==> src/rtl/core_mul_div_issue.sv <==
// core_mul_div_issue: issue/writeback sequencer for the multicycle mul/div unit.
// Holds the operation stable while the unit runs, waits for its done pulse,
// and presents the result to the register-file arbiter with backpressure.
// Optional feature macro: MUL_DIV_ISSUE_SKID_EN adds a second (pending) entry
// so a new op can be accepted while the previous one executes or awaits writeback.
//
// Handshakes: a transfer happens on a rising clock edge where valid and ready are
// both high; valid never waits on ready, and a held valid keeps its payload stable.
module core_mul_div_issue #(
    parameter int XLEN  = 64,
    parameter int TAG_W = 5
) (
    input  logic             i_mul_div_issue_clk,
    input  logic             i_mul_div_issue_rst,
    input  logic             i_mul_div_issue_flush,
    input  logic             i_mul_div_issue_valid,
    output logic             o_mul_div_issue_ready,
    input  logic [XLEN-1:0]  i_mul_div_issue_srcA,
    input  logic [XLEN-1:0]  i_mul_div_issue_srcB,
    input  logic [2:0]       i_mul_div_issue_control,
    input  logic             i_mul_div_issue_isword,
    input  logic [TAG_W-1:0] i_mul_div_issue_rd,
    output logic [XLEN-1:0]  o_mul_div_issue_md_srcA,
    output logic [XLEN-1:0]  o_mul_div_issue_md_srcB,
    output logic [2:0]       o_mul_div_issue_md_control,
    output logic             o_mul_div_issue_md_isword,
    output logic             o_mul_div_issue_md_en,
    input  logic             i_mul_div_issue_md_busy,
    input  logic             i_mul_div_issue_md_done,
    input  logic [XLEN-1:0]  i_mul_div_issue_md_result,
    input  logic             i_mul_div_issue_md_overflow,
    input  logic             i_mul_div_issue_md_div_by_zero,
    output logic             o_mul_div_issue_wb_valid,
    input  logic             i_mul_div_issue_wb_ready,
    output logic [XLEN-1:0]  o_mul_div_issue_wb_data,
    output logic [TAG_W-1:0] o_mul_div_issue_wb_rd,
    output logic [1:0]       o_mul_div_issue_wb_flags,
    output logic             o_mul_div_issue_busy,
    output logic [1:0]       o_mul_div_issue_state
);

    localparam logic [1:0] ST_IDLE  = 2'd0;
    localparam logic [1:0] ST_START = 2'd1;
    localparam logic [1:0] ST_WAIT  = 2'd2;
    localparam logic [1:0] ST_HOLD  = 2'd3;

    typedef struct packed {
        logic [XLEN-1:0]  src_a;
        logic [XLEN-1:0]  src_b;
        logic [2:0]       control;
        logic             isword;
        logic [TAG_W-1:0] rd;
    } entry_t;

    logic [1:0]       state_q, state_d;
    logic             kill_q, kill_d;
    logic             head_valid_q, head_valid_d;
    entry_t           head_q, head_d;
    logic [XLEN-1:0]  wb_data_q, wb_data_d;
    logic [TAG_W-1:0] wb_rd_q, wb_rd_d;
    logic [1:0]       wb_flags_q, wb_flags_d;

    entry_t req;
    logic   accept;
    logic   in_exec;
    logic   done_ev;
    logic   capture;
    logic   unused_md_busy;

    // The unit's busy flag is redundant with our own state tracking.
    assign unused_md_busy = i_mul_div_issue_md_busy;

    assign req = '{src_a:   i_mul_div_issue_srcA,
                   src_b:   i_mul_div_issue_srcB,
                   control: i_mul_div_issue_control,
                   isword:  i_mul_div_issue_isword,
                   rd:      i_mul_div_issue_rd};

    assign accept  = i_mul_div_issue_valid & o_mul_div_issue_ready;
    assign in_exec = (state_q == ST_START) || (state_q == ST_WAIT);
    // done is only meaningful while an op is in the unit
    assign done_ev = in_exec & i_mul_div_issue_md_done;
    // a killed op finishes in the unit but its result is thrown away
    assign capture = done_ev & ~kill_q & ~i_mul_div_issue_flush;

`ifdef MUL_DIV_ISSUE_SKID_EN
    logic   pend_valid_q, pend_valid_d;
    entry_t pend_q, pend_d;

    assign o_mul_div_issue_ready = ~i_mul_div_issue_rst & ~i_mul_div_issue_flush &
                                   ~(head_valid_q & pend_valid_q);
    assign o_mul_div_issue_busy  = (state_q != ST_IDLE) | head_valid_q | pend_valid_q;

    // Two-entry queue: head stays put until the unit finishes, then pending shifts up.
    always_comb begin
        head_valid_d = head_valid_q;
        head_d       = head_q;
        pend_valid_d = pend_valid_q;
        pend_d       = pend_q;
        if (i_mul_div_issue_flush) begin
            pend_valid_d = 1'b0;
            // an in-flight head must keep driving the unit until done arrives
            if (!in_exec || done_ev) begin
                head_valid_d = 1'b0;
            end
        end else begin
            if (done_ev) begin
                head_valid_d = pend_valid_q;
                if (pend_valid_q) begin
                    head_d = pend_q;
                end
                pend_valid_d = 1'b0;
            end
            if (accept) begin
                if (!head_valid_d) begin
                    head_valid_d = 1'b1;
                    head_d       = req;
                end else begin
                    pend_valid_d = 1'b1;
                    pend_d       = req;
                end
            end
        end
    end

    // Pending entry storage.
    always_ff @(posedge i_mul_div_issue_clk) begin
        if (i_mul_div_issue_rst) begin
            pend_valid_q <= 1'b0;
            pend_q       <= '0;
        end else begin
            pend_valid_q <= pend_valid_d;
            pend_q       <= pend_d;
        end
    end
`else
    assign o_mul_div_issue_ready = ~i_mul_div_issue_rst & ~i_mul_div_issue_flush &
                                   (state_q == ST_IDLE) & ~head_valid_q;
    assign o_mul_div_issue_busy  = (state_q != ST_IDLE) | head_valid_q;

    // Single entry: loaded on accept, released when the unit finishes.
    always_comb begin
        head_valid_d = head_valid_q;
        head_d       = head_q;
        if (i_mul_div_issue_flush) begin
            if (!in_exec || done_ev) begin
                head_valid_d = 1'b0;
            end
        end else begin
            if (done_ev) begin
                head_valid_d = 1'b0;
            end
            if (accept) begin
                head_valid_d = 1'b1;
                head_d       = req;
            end
        end
    end
`endif

    // Sequencer FSM plus writeback register capture.
    always_comb begin
        state_d    = state_q;
        kill_d     = kill_q;
        wb_data_d  = wb_data_q;
        wb_rd_d    = wb_rd_q;
        wb_flags_d = wb_flags_q;
        case (state_q)
            ST_IDLE: begin
                // accepting straight into START gives md_en the cycle after accept
                if (!i_mul_div_issue_flush && (accept || head_valid_q)) begin
                    state_d = ST_START;
                end
            end
            ST_START, ST_WAIT: begin
                if (i_mul_div_issue_md_done) begin
                    kill_d  = 1'b0;
                    state_d = (kill_q || i_mul_div_issue_flush) ? ST_IDLE : ST_HOLD;
                    if (capture) begin
                        wb_data_d  = i_mul_div_issue_md_result;
                        wb_rd_d    = head_q.rd;
                        wb_flags_d = {i_mul_div_issue_md_overflow,
                                      i_mul_div_issue_md_div_by_zero};
                    end
                end else begin
                    if (i_mul_div_issue_flush) begin
                        kill_d = 1'b1;
                    end
                    state_d = ST_WAIT;
                end
            end
            ST_HOLD: begin
                if (i_mul_div_issue_flush) begin
                    state_d = ST_IDLE;
                end else if (i_mul_div_issue_wb_ready) begin
                    state_d = head_valid_q ? ST_START : ST_IDLE;
                end
            end
            default: state_d = ST_IDLE;
        endcase
    end

    // State, head entry and writeback registers.
    always_ff @(posedge i_mul_div_issue_clk) begin
        if (i_mul_div_issue_rst) begin
            state_q      <= ST_IDLE;
            kill_q       <= 1'b0;
            head_valid_q <= 1'b0;
            head_q       <= '0;
            wb_data_q    <= '0;
            wb_rd_q      <= '0;
            wb_flags_q   <= '0;
        end else begin
            state_q      <= state_d;
            kill_q       <= kill_d;
            head_valid_q <= head_valid_d;
            head_q       <= head_d;
            wb_data_q    <= wb_data_d;
            wb_rd_q      <= wb_rd_d;
            wb_flags_q   <= wb_flags_d;
        end
    end

    assign o_mul_div_issue_md_srcA    = head_q.src_a;
    assign o_mul_div_issue_md_srcB    = head_q.src_b;
    assign o_mul_div_issue_md_control = head_q.control;
    assign o_mul_div_issue_md_isword  = head_q.isword;
    assign o_mul_div_issue_md_en      = (state_q == ST_START);
    assign o_mul_div_issue_wb_valid   = (state_q == ST_HOLD);
    assign o_mul_div_issue_wb_data    = wb_data_q;
    assign o_mul_div_issue_wb_rd      = wb_rd_q;
    assign o_mul_div_issue_wb_flags   = wb_flags_q;
    assign o_mul_div_issue_state      = state_q;

endmodule
==> config.mk <==
export PLATFORM = sky130hd
export DESIGN_NAME = core_mul_div_issue
export DESIGN_NICKNAME = d
export VERILOG_FILES = /design/src/rtl/core_mul_div_issue.sv
export SDC_FILE = /design/constraint.sdc
export NUM_CORES = 1
export LEC_CHECK = 0
export ABC_AREA = 1
export BUFFER_PORTS_ARGS = -buffer_cell sky130_fd_sc_hd__buf_2
export CAP_MARGIN = 20
export CORE_AREA = 5 5 159 161
export DETAILED_ROUTE_END_ITERATION = 8
export DIE_AREA = 0 0 164 166
export HOLD_SLACK_MARGIN = 0.08
export PLACE_DENSITY = 0.74
export SKIP_LAST_GASP = 1
export SYNTH_ARGS = -nofsm -noshare
export SYNTH_HDL_FRONTEND = slang
export SYNTH_SLANG_ARGS = --single-unit
==> constraint.sdc <==
create_clock -name i_mul_div_issue_clk -period 1.5 [get_ports i_mul_div_issue_clk]
set_input_delay 0.3 -clock i_mul_div_issue_clk [delete_from_list [all_inputs] [get_ports i_mul_div_issue_clk]]
set_output_delay 0.3 -clock i_mul_div_issue_clk [all_outputs]
set_load 0.01 [all_outputs]
After elaboration in Yosys (flattened, before gate mapping)

Cells that the tools add are included.

Flip-flop bits (word level): 212
Bits of input ports: 210
Output and inout port bits: 209
Logic and storage cells: 59

Eq/ne operators: 6
Mux-type cells: 13
Bitwise operators: 12
Reduce and logical (&&, ||, !) cells: 17

Operators with widths:

| operator           | count |
|---|---|
| $mux 2             | 5 |
| $reduce_and 2->1   | 4 |
| $and 1x1->1        | 7 |
| $mux 1             | 7 |
| $pmux 2 s3         | 1 |
| $eq 2x2->1 const B | 2 |
| $logic_or 1x1->1   | 4 |
| $ne 2x1->1 const B | 2 |
| $not 1->1          | 4 |
| $reduce_bool 2->1  | 2 |
| $ne 3x2->1 const B | 1 |
| $reduce_and 3->1   | 1 |
| $reduce_bool 3->1  | 1 |
| $eq 2x1->1 const B | 1 |
| $logic_not 1->1    | 2 |
| $logic_not 2->1    | 1 |
| $reduce_or 2->1    | 1 |
| $logic_and 1x1->1  | 1 |
| $or 1x1->1         | 1 |

Depth between registers and ports, before layout

Gate-level depths: netlist of run 1.

Depth after elaboration: 9
Depth in mapped cells: 10

Worst setup path before layout of run 1

Ideal clock, no wire load.

Path kind: flip-flop to flip-flop
Start: register state_q[0], in the netlist o_mul_div_issue_state[0]
End: register wb_data_q[0], in the netlist o_mul_div_issue_wb_data[0]
Library setup time: 0.116 ns
Arrival time: 1.446 ns
Data required time: 1.384 ns
Slack: -0.062 ns
Cell stages (with the launch flop): 10
Clock period less this slack: 1.562 ns
Cell sequence: dfxtp_1 -> inv_1 -> ha_1 -> nand2_1 -> inv_1 -> nand2_2 -> inv_2 -> buf_2 -> nor2_1 -> nor2_1

Longest elaborated chain between the ends: 6
Elaborated cells on any way between the ends: 8
Those cells by class: eq/ne (2); bitwise (3); reduce/logical (3)

RTL lines:

| element                                  | line    | RTL |
|---|---|---|
| start: declaration                       | 55      | `logic [1:0] state_q, state_d;` |
| start signal: assignment                 | 214     | `state_q <= state_d;` |
| $eq 2x1->1 or $eq 2x2->1 (tied branches) | 80, 168 |  |
| $logic_or 1x1->1                         | 80      | `assign in_exec = (state_q == ST_START) \|\| (state_q == ST_WAIT);` |
| $and 1x1->1                              | 82      | `assign done_ev = in_exec & i_mul_div_issue_md_done;` |
| $and 1x1->1 (2 in series)                | 84      | `assign capture = done_ev & ~kill_q & ~i_mul_div_issue_flush;` |
| $reduce_and 3->1 (no line) (*)           | n/a     |  |
| end signal: assignment                   | 218     | `wb_data_q <= wb_data_d;` |
| end: declaration                         | 59      | `logic [XLEN-1:0] wb_data_q, wb_data_d;` |

Every way passes the cells marked *; elsewhere a longest branch is shown, timed or not.
A chain may end at the register's enable or synchronous reset.

Worst setup path after layout of run 1

Start: register state_q[0], in the netlist o_mul_div_issue_state[0]
End: register head_q (netlist bit o_mul_div_issue_md_srcA[20])

Longest elaborated chain between the ends: 5

RTL lines:

| element                    | line | RTL |
|---|---|---|
| $logic_not 2->1            | 138  | `(state_q == ST_IDLE) & ~head_valid_q;` |
| $and 1x1->1                | 137  | `assign o_mul_div_issue_ready = ~i_mul_div_issue_rst & ~i_mul_div_issue_flush &` |
| $and 1x1->1                | 138  |  |
| $and 1x1->1                | 79   | `assign accept = i_mul_div_issue_valid & o_mul_div_issue_ready;` |
| $reduce_and 2->1 (no line) | n/a  |  |
| end signal: assignment     | 209  | `head_q <= '0;` |
| end signal: assignment     | 217  | `head_q <= head_d;` |
| end: declaration           | 58   | `entry_t head_q, head_d;` |

No other way between the ends.

==> reports/qor.yml, run 1 <==
synth:
  synth_edf_count: 0
  ys_seq_area_share_pct: 48.93
  ys.flop_type: "dfxtp_1"
  postSynth.asyncResetShare_pct: 0
  netlist_area_um2: 8675
  synth_top_area_share_pct: 48.93
  synthCells: 1089
  syn_nets: 1303
  synth.avg_cell_area_um2: 7.966
  synth-seq-cells: 212
  synth_largest_area_cell: "dfxtp_1"
  ys_warn_count: 0
  synthTopCellsByArea: "dfxtp_1 (49%), buf_4 (12%), a21oi_1 (8.1%), nand3_1 (8.0%), nor2_1 (6.5%)"
  ys_types: 20
flow_run:
  drv_cap: 0
placement:
  place_area_um2: 10360
  place_congestion: 0.8337
  placed_cells: 1675
  dp_hpwl_um: 18680
  dpl_worst_slack_ns: -0.1316
  port_buffers: 417
critical_path:
  path_max_fanout: 12
  critPathLaunchType: "register"
  path_class: "register to register"
  end_kind: "register"
  critical_path_arrival_ns: 2.26
  cp.required_ns: 1.89
final_layout:
  syn_to_final_growth_pct: 93.70
  drive_above_1_share_pct: 56.59
  multiInputGateArea_um2: 5139
  nets: 1855
  register_area_um2: 4247
  fin_cells: 1983
  nFillCells: 1466
  fin_area_um2: 16800
floorplanning:
  start_util_pct: 36.42
  io_pins: 419
  coreArea_um2: 23820
  die_area_um2: 27220
  die_h_um: 166
  rows: 57
  fp.dieW_um: 164
run_status:
  violations: "setup timing"
  status: "complete, but fails checks"
drt:
  dr.pass1.iters: 7
  routedWlPerCell_um: 23.56
  wirelength_um: 46710
  drtIter0Drc: 904
  drc_errors: 0
  vias_per_cell: 5.483
  postRouteAntennaNets: 0
  routed-via-count: 10870
pwr:
  ir_drop_mv: 0.9082
  power_w: 0.02242
  power_density_nw_per_um2: 1335
  p_leak_nw: 6.890
sta:
  finClkSkew_ns: 0.01468
  fmax_mhz: 533.4
  min_period_ns: 1.875
  setup_viol: 199
  slew_violations: 0
  setup_slack_ns: -0.3747
  relSlewSlack_pct: 57.23
  fin_setup_tns_ns: -41.76
  final.period_utilization_pct: 125.0
  hold_violations: 0
  tightest_slew_ns: 0.6416
  grt_setup_unrepaired: "yes"
clocking:
  cts_tree: "yes"
  clk_pin_slew_ns: 0.07
  cts_made_buffers: 23
  clock_latency_ns: 0.52
  cts_root_buf: "clkbuf_16"
  clockBufferDepth: 3
  htreeDepth: 1
  cts.sinks: 212
global_route:
  first_global_vias: 10320
  grt_max_degree: 89
  grt.overflow.total: 0
  grt_pass1_wl_um: 55100
  grt_util_all_layers_pct: 25.10
  antenna_found_initial: 5
min_path:
  min_path_type: "primary input to register"
==> cell usage after synthesis, types with 2 or more instances <==
library cell / count
a21oi_1: 140
buf_2: 28
buf_4: 134
buf_6: 13
clkbuf_1: 38
dfxtp_1: 212
ha_1: 4
inv_1: 4
inv_2: 2
nand2_1: 146
nand3_1: 138
nand3b_1: 2
nor2_1: 150
o21ai_0: 72
==> through the flow <==
stage	hold WS, ns	util, %
final	0.1222	70.54
after detailed placement	0.4503	43.51
after global placement	0.4469	43.51
after global routing	0.1005	70.54
after CTS	0.08368	59.97
after floorplan	0.4413	-
==> cells in the final DEF (no fill, tap or decap), types with 12 or more instances in the layout <==
| cell | n |
|---|---|
| buf_2 | 410 |
| dfxtp_1 | 210 |
| dlygate4sd3_1 | 199 |
| a21oi_2 | 117 |
| nand2_1 | 115 |
| nor2_1 | 86 |
| nand3_4 | 68 |
| nand3_2 | 53 |
| clkbuf_16 | 35 |
| nor2_2 | 33 |
| buf_12 | 33 |
| nor2_4 | 31 |
| o21ai_1 | 31 |
| o21ai_0 | 26 |
| buf_6 | 25 |
| buf_4 | 23 |
| a21oi_1 | 22 |
| buf_8 | 20 |
| nand2_2 | 19 |
| nand3_1 | 17 |
| buf_16 | 16 |
| o21ai_2 | 14 |
| nand2_4 | 12 |
==> metal layers <==
layer | routed length (um) | up-vias | track usage [%]
met5 | 0 | - | 0
met4 | 3637 | 0 | 13.79
met3 | 4596 | 284 | 7.520
met2 | 22690 | 861 | 43.50
met1 | 15780 | 5133 | 27.15
li1 | - | 4594 | -
==> where the power goes <==
part	switching (W)	total [W]	leakage [nW]	internal, W
Sequential	0.000602	0.00699	1.72	0.00639
Clock	0.00243	0.00566	0.356	0.00323
Combinational	0.00507	0.00978	4.81	0.00471
Total	0.00810	0.0224	6.89	0.0143
==> timing repair <==
item / in CTS / in global routing
pin swaps: 20 / 176
cloned: 23 / 16
setup buffers: 23 / 17
endpoints found under the hold margin: 193 / 6
hold buffers: 193 / 6
gates resized for setup: 115 / 531
endpoints found under the setup margin: 182 / 216
==> worst paths after layout <==
kind / from / to / slack (ns) / cells past startpoint
worst min register to register: o_mul_div_issue_md_srcB[61]$_SDFFE_PP0P_ / o_mul_div_issue_md_srcB[61]$_SDFFE_PP0P_ / 0.46 / 2
worst max register to register: o_mul_div_issue_state[0]$_SDFFE_PP0P_ / o_mul_div_issue_md_srcA[20]$_SDFFE_PP0P_ / -0.37 / 11
worst min-delay path: i_mul_div_issue_md_result[54] / o_mul_div_issue_wb_data[54]$_SDFFE_PP0P_ / 0.12 / 3
worst max-delay path: o_mul_div_issue_state[0]$_SDFFE_PP0P_ / o_mul_div_issue_md_srcA[20]$_SDFFE_PP0P_ / -0.37 / 11
==> critical path, stage by stage (launching register included) <==
cell and delay (ns):
dfxtp_2 0.33, inv_2 0.07, ha_4 0.16, buf_4 0.11, buf_6 0.09, buf_6 0.10
nand4_4 0.18, buf_12 0.21, buf_12 0.12, buf_16 0.14, nand2_1 0.14, a21oi_2 0.09
==> logic make-up (layout without fill, tap and decap cells) <==
group,Yosys count,count (layout),synth area share [%]
buffers and inverters,220,784,16.85
and+or+nand+nor,440,441,21.33
other,0,5,0
DFF,212,212,48.93
AOI/OAI and AO/OA,213,213,12.32
adders and majority gates,4,4,0.5770
==> area by class of cell <==
| type | count | area share [%] |
|---|---|---|
| clock inverter | 5 | 0.3425 |
| inverter | 7 | 0.2755 |
| clock buffer | 33 | 3.947 |
| tap | 324 | 2.413 |
| sequential | 212 | 25.27 |
| multi-input combinational | 658 | 30.58 |
| timing repair buffer | 739 | 37.09 |
| antenna | 5 | 0.07447 |
==> registers in the layout (all words and copies together) (netlist names) <==
name and count:
o_mul_div_issue_wb_flags 2, o_mul_div_issue_wb_rd 5, kill_q 1, o_mul_div_issue_state 2, o_mul_div_issue_md_srcB 64, o_mul_div_issue_md_control 3
o_mul_div_issue_wb_data 64, head_valid_q 1, head_q 5, o_mul_div_issue_md_isword 1, o_mul_div_issue_md_srcA 64
Power figures use the tool's default switching activity.
==> inputs of run 2 (changes only) <==
Settings changed: SKIP_CTS_REPAIR_TIMING from default to 1.
==> reports/qor.yml, run 2 (synthesized netlist as in run 1, its figures left out) <==
placement:
  place_congestion: 0.8337  # unchanged
  dp_hpwl_um: 18680  # unchanged
  dpl_worst_slack_ns: -0.1316  # unchanged
  port_buffers: 417  # unchanged
  place_area_um2: 10360  # unchanged
critical_path:
  end_kind: "output pin"
  cp.required_ns: 1.20  # -0.69 ns
  path_class: "register to output pin"
  path_buf_inv: 3  # -4
  critPathLaunchType: "register"
  path_max_fanout: 4  # -8
  worstPathCellList: "inv_2 -> ha_4 -> nand2_4 -> nor3_4 -> buf_12 -> buf_6"
  cpMaxStageDelayCell: "dfxtp_2"
  critical_path_arrival_ns: 1.59  # -0.67 ns
  cp_top_family: "flip-flops"
  slowest_delay_ns: 0.32  # about the same
pwr:
  ir_drop_mv: 0.8532  # -6.1%
  combPwrFrac_pct: 34.5  # -9.1 points
  p_sw_w: 0.006153  # -24%
  power_density_nw_per_um2: 1412  # +5.8%
  power.sequential.fraction_pct: 36.3  # +5.1 points
  clkPwrFrac_pct: 29.2  # +4.0 points
  p_int_w: 0.01263  # -12%
  p_sw_share_pct: 32.76  # -3.4 points
  p_leak_nw: 6.001  # -13%
sta:
  tightest_slew_ns: 0.4347  # -0.2069 ns
  relSlewSlack_pct: 71.02  # +14 points
  setup_viol: 145  # -27%
  grt_setup_unrepaired: "yes"
  fmax_mhz: 528.7  # -0.88%
  slew_violations: 0  # unchanged
  final.period_utilization_pct: 126.1  # +1.1 points
  setup_slack_ns: -0.3915  # -0.01673 ns
  hold_violations: 0  # unchanged
  min_period_ns: 1.891  # +0.01673 ns
  fin_setup_tns_ns: -17.66  # +24.10 ns
  finClkSkew_ns: 0.008452  # -0.006232 ns
floorplanning:
  fp.dieW_um: 164  # unchanged
  rows: 57  # unchanged
  coreArea_um2: 23820  # unchanged
  die_area_um2: 27220  # unchanged
  start_util_pct: 36.42  # unchanged
  die_h_um: 166  # unchanged
  io_pins: 419  # unchanged
clocking:
  cts_made_buffers: 23  # unchanged
  clk_pin_slew_ns: 0.06  # about the same
  cts_root_buf: "clkbuf_16"
  htreeDepth: 1  # unchanged
  clock_latency_ns: 0.50  # -0.02 ns
  clockBufferDepth: 3  # unchanged
  cts_tree: "yes"
  cts.sinks: 212  # unchanged
drt:
  drc_errors: 0  # unchanged
  routedWlPerCell_um: 17.86  # -24%
  vias_per_cell: 4.956  # -9.6%
  postRouteAntennaNets: 0  # unchanged
  dr.pass1.iters: 6  # -1
  wirelength_um: 33680  # -28%
  drtIter0Drc: 643  # -29%
  routed-via-count: 9343  # -14%
global_route:
  antenna_found_initial: 2  # -3
  grt_pass1_wl_um: 39040  # -29%
  grt_max_degree: 89  # unchanged
  grt.overflow.total: 0  # unchanged
  first_global_vias: 7746  # -25%
  grt_util_all_layers_pct: 17.18  # -7.9 points
run_status:
  status: "complete, but fails checks"
  violations: "setup timing"
final_layout:
  nets: 1760  # -5.1%
  mostFrequentLayoutCells: "buf_2 (411), dfxtp_1 (210), nand2_1 (144), dlygate4sd3_1 (144), nand3_1 (137)"
  drive_above_1_share_pct: 38.17  # -18 points
  layout_commonest_cell: "buf_2"
  syn_to_final_growth_pct: 53.37
  fin_area_um2: 13300  # -21%
flow_run:
  drv_cap: 0  # unchanged
min_path:
  min_path_type: "primary input to register"
run 2: changes by cell type in the layout (fill, tap and decap cells not counted), sizes merged:
cell,change
nand2,+1
bufbuf,-1
clkinv,+1
buf,-40
diode,-3
clkbuf,-1
dlygate4sd3,-55
run 2: final cells by class:
type,instances,area [um^2]
clock buffers,33,663.1
fillers,1974,10520
inverters,7,46.29
repair inverters,1,11.26
flip-flops and latches,212,4247
well taps,324,405.4
multi-input cells,659,3241
repair buffers,642,4628
clock inverters,5,57.56
diodes,2,5.005
run 2: path summary, 6_finish.rpt:
| kind | start | to | slack (ns) | cells after the start |
|---|---|---|---|---|
| hold reg to reg | o_mul_div_issue_md_srcA[63]$_SDFFE_PP0P_ | o_mul_div_issue_md_srcA[63]$_SDFFE_PP0P_ | 0.46 | 2 |
| setup reg to reg | o_mul_div_issue_state[1]$_SDFFE_PP0P_ | o_mul_div_issue_md_srcB[41]$_SDFFE_PP0P_ | -0.28 | 10 |
| hold / removal | i_mul_div_issue_md_result[11] | o_mul_div_issue_wb_data[11]$_SDFFE_PP0P_ | 0.06 | 3 |
| setup / recovery | o_mul_div_issue_state[1]$_SDFFE_PP0P_ | o_mul_div_issue_ready | -0.39 | 6 |
run 2: routing by layer:
layer | track usage [%] | up-vias | part of all wire, %
li1 | - | 4376 | -
met1 | 19.91 | 4307 | 37
met2 | 29.89 | 542 | 49
met3 | 5.684 | 118 | 10
met4 | 5.252 | 0 | 4.4
met5 | 0 | - | 0
run 2: per-stage QoR:
stage               hold slack, ns  power (W)  cells  util (%)
floorplan                   0.4413   0.009686   1089         -
global placement            0.4469    0.01128   1675     43.51
detailed placement          0.4503    0.01139   1675     43.51
CTS                        0.02320    0.01686   1713     46.54
global route               0.07908    0.01966   1884     55.84
finish                     0.05557    0.01878   1885     55.85
run 2: power by group through the flow:
| stage | registers (W) | clock network [W] | logic, W |
|---|---|---|---|
| final | 0.00681 | 0.00548 | 0.00649 |
| after global routing | 0.00689 | 0.00583 | 0.00694 |
| after CTS | 0.00673 | 0.00557 | 0.00456 |
| after detailed placement | 0.00685 | 0 | 0.00455 |
| after global placement | 0.00681 | 0 | 0.00447 |
| after floorplan | 0.00707 | 0 | 0.00262 |
run 2: worst min-delay path, stage by stage:
cell,delay (ns)
buf_2,0.07
o21ai_0,0.08
nor2_1,0.07
==> inputs of run 3 (changes only) <==
Settings changed: CORE_AREA 5 5 159 161 to 5 5 161 163, CTS_CLUSTER_SIZE from default to 12, DIE_AREA 0 0 164 166 to 0 0 166 168, HOLD_SLACK_MARGIN 0.08 to 0.12, PLACE_DENSITY 0.74 to 0.7.
Clock period 1.5 ns to 2.1 ns, I/O delays scaled along.
==> reports/qor.yml, run 3 (synthesized netlist as in run 1, its figures left out) <==
clocking:
  htreeDepth: 1  # unchanged
  cts_root_buf: "clkbuf_16"
  clock_latency_ns: 0.51  # about the same
  cts.sinks: 212  # unchanged
  clockBufferDepth: 3  # unchanged
  cts_made_buffers: 23  # unchanged
  clk_pin_slew_ns: 0.06  # about the same
  cts_tree: "yes"
drt:
  dr.pass1.iters: 4  # -2
  drc_errors: 0  # unchanged
  drtIter0Drc: 371  # -42%
  postRouteAntennaNets: 0  # unchanged
  wirelength_um: 25380  # -25%
  vias_per_cell: 4.690  # -5.4%
  routed-via-count: 7865  # -16%
  routedWlPerCell_um: 15.13  # -15%
critical_path:
  end_kind: "output pin"
  startpoint: "o_mul_div_issue_state[1]$_SDFFE_PP0P_"
  cp.required_ns: 1.68  # +0.48 ns
  rr_worst_depth: 8  # -2
  path_class: "register to output pin"
  worstReg2RegStart: "o_mul_div_issue_state[1]$_SDFFE_PP0P_"
  worstReg2RegEnd: "o_mul_div_issue_md_srcB[59]$_SDFFE_PP0P_"
  critical_path_arrival_ns: 1.59  # about the same
  critPathCapture: "o_mul_div_issue_ready"
  critPathLaunchType: "register"
  path_max_fanout: 4  # unchanged
  r2r_slack_ns: 0.24  # +0.52 ns
final_layout:
  mostFrequentLayoutCells: "buf_2 (414), dfxtp_1 (212), nor2_1 (150)"
  layout_commonest_cell: "buf_2"
  fin_area_um2: 10730  # -19%
  nets: 1552  # -12%
  drive_above_1_share_pct: 35.43  # -2.7 points
  syn_to_final_growth_pct: 23.74
  nFillCells: 2486  # +26%
pwr:
  p_sw_share_pct: 31.38  # -1.4 points
  power.sequential.fraction_pct: 41.5  # +5.2 points
  power_density_nw_per_um2: 1077  # -24%
  power_w: 0.01156  # -38%
  ir_drop_mv: 0.6785  # -20%
  clkPwrFrac_pct: 32.5  # +3.3 points
  p_leak_nw: 4.879  # -19%
  p_sw_w: 0.003629  # -41%
  p_int_w: 0.007935  # -37%
  combPwrFrac_pct: 26.0  # -8.5 points
sta:
  grt_setup_unrepaired: "no"
  final.period_utilization_pct: 95.53
  hold_violations: 0  # unchanged
  setup_viol: 0  # -100%
  slew_violations: 0  # unchanged
  min_period_ns: 2.006
  finClkSkew_ns: 0.01633  # +0.007877 ns
  fmax_mhz: 498.4
  fin_hold_ws_ns: 0.1660  # +0.1105 ns
  relSlewSlack_pct: 60.51  # -11 points
  setup_slack_ns: 0.09377  # +0.4852 ns
  tightest_slew_ns: 0.5924  # +0.1577 ns
run_status:
  status: "finished, final reports clean"
floorplanning:
  coreArea_um2: 24180  # +1.5%
  die_area_um2: 27890  # +2.4%
  start_util_pct: 35.88  # -0.54 points
  die_h_um: 168  # +1.2%
  fp.dieW_um: 166  # +1.2%
  rows: 57  # unchanged
  io_pins: 419  # unchanged
placement:
  place_congestion: 0.8753  # +5.0%
  place_area_um2: 10010  # -3.5%
  dp_hpwl_um: 17990  # -3.7%
  port_buffers: 417  # unchanged
  dpl_worst_slack_ns: 0.1885  # +0.3201 ns
min_path:
  min_path_type: "primary input to register"
  min_from: "i_mul_div_issue_md_result[50]"
global_route:
  grt_max_degree: 129  # +45%
  grt_util_all_layers_pct: 16.79  # -0.38 points
  grt_pass1_wl_um: 39480  # +1.1%
  grt.overflow.total: 0  # unchanged
  antenna_found_initial: 2  # unchanged
  first_global_vias: 7424  # -4.2%
flow_run:
  drv_cap: 0  # unchanged
run 3: how the worst min path moves through the flow:
stage	cells after the start	to	slack [ns]
finish	3	o_mul_div_issue_wb_data[50]$_SDFFE_PP0P_	0.17
global placement	2	o_mul_div_issue_md_srcA[49]$_SDFFE_PP0P_	0.45
detailed placement	2	o_mul_div_issue_md_srcB[61]$_SDFFE_PP0P_	0.45
floorplan	2	head_q[0]$_SDFFE_PP0P_	0.44
global route	3	o_mul_div_issue_wb_data[50]$_SDFFE_PP0P_	0.15
CTS	3	o_mul_div_issue_wb_data[9]$_SDFFE_PP0P_	0.13
run 3: critical path: stages (launching register included):
cell	delay (ns)
dfxtp_1	0.35
inv_2	0.10
ha_4	0.17
nand2_2	0.09
nor3_4	0.23
buf_6	0.14
run 3: power groups by stage:
stage          clock network [W]  logic [W]  registers (W)
6_report                 0.00376    0.00300        0.00480
5_1_grt                  0.00407    0.00335        0.00487
4_1_cts                  0.00388    0.00296        0.00480
3_5_place_dp                   0    0.00295        0.00489
3_3_place_gp                   0    0.00292        0.00486
2_1_floorplan                  0    0.00187        0.00504
run 3: through the flow:
| step | setup TNS, ns | util [%] | instances |
|---|---|---|---|
| after CTS | -0.1392 | 44.27 | 1675 |
| after global placement | 0 | 41.39 | 1636 |
| final | 0 | 44.40 | 1677 |
| after floorplan | 0 | - | 1089 |
| after detailed placement | 0 | 41.39 | 1636 |
| after global routing | 0 | 44.40 | 1677 |
run 3: area by class of cell:
cell class | count | area (um^2) | share of cell area (%)
Sequential cell | 212 | 4244 | 39.54
Multi-Input combinational cell | 657 | 2999 | 27.94
Timing Repair Buffer | 437 | 2361 | 22.00
Clock buffer | 34 | 666.9 | 6.213
Tap cell | 324 | 405.4 | 3.777
Clock inverter | 5 | 28.78 | 0.2681
Inverter | 7 | 26.28 | 0.2448
Antenna cell | 1 | 2.502 | 0.02331
run 3: routing by layer:
metal	GRT usage [%]	share of wire (%)	up-vias	wire (um)
met5	0	0.079	-	20
met4	6.241	3.4	2	861
met3	6.073	10	65	2544
met2	28.16	47	318	11860
met1	19.81	40	3535	10100
li1	-	-	3945	-
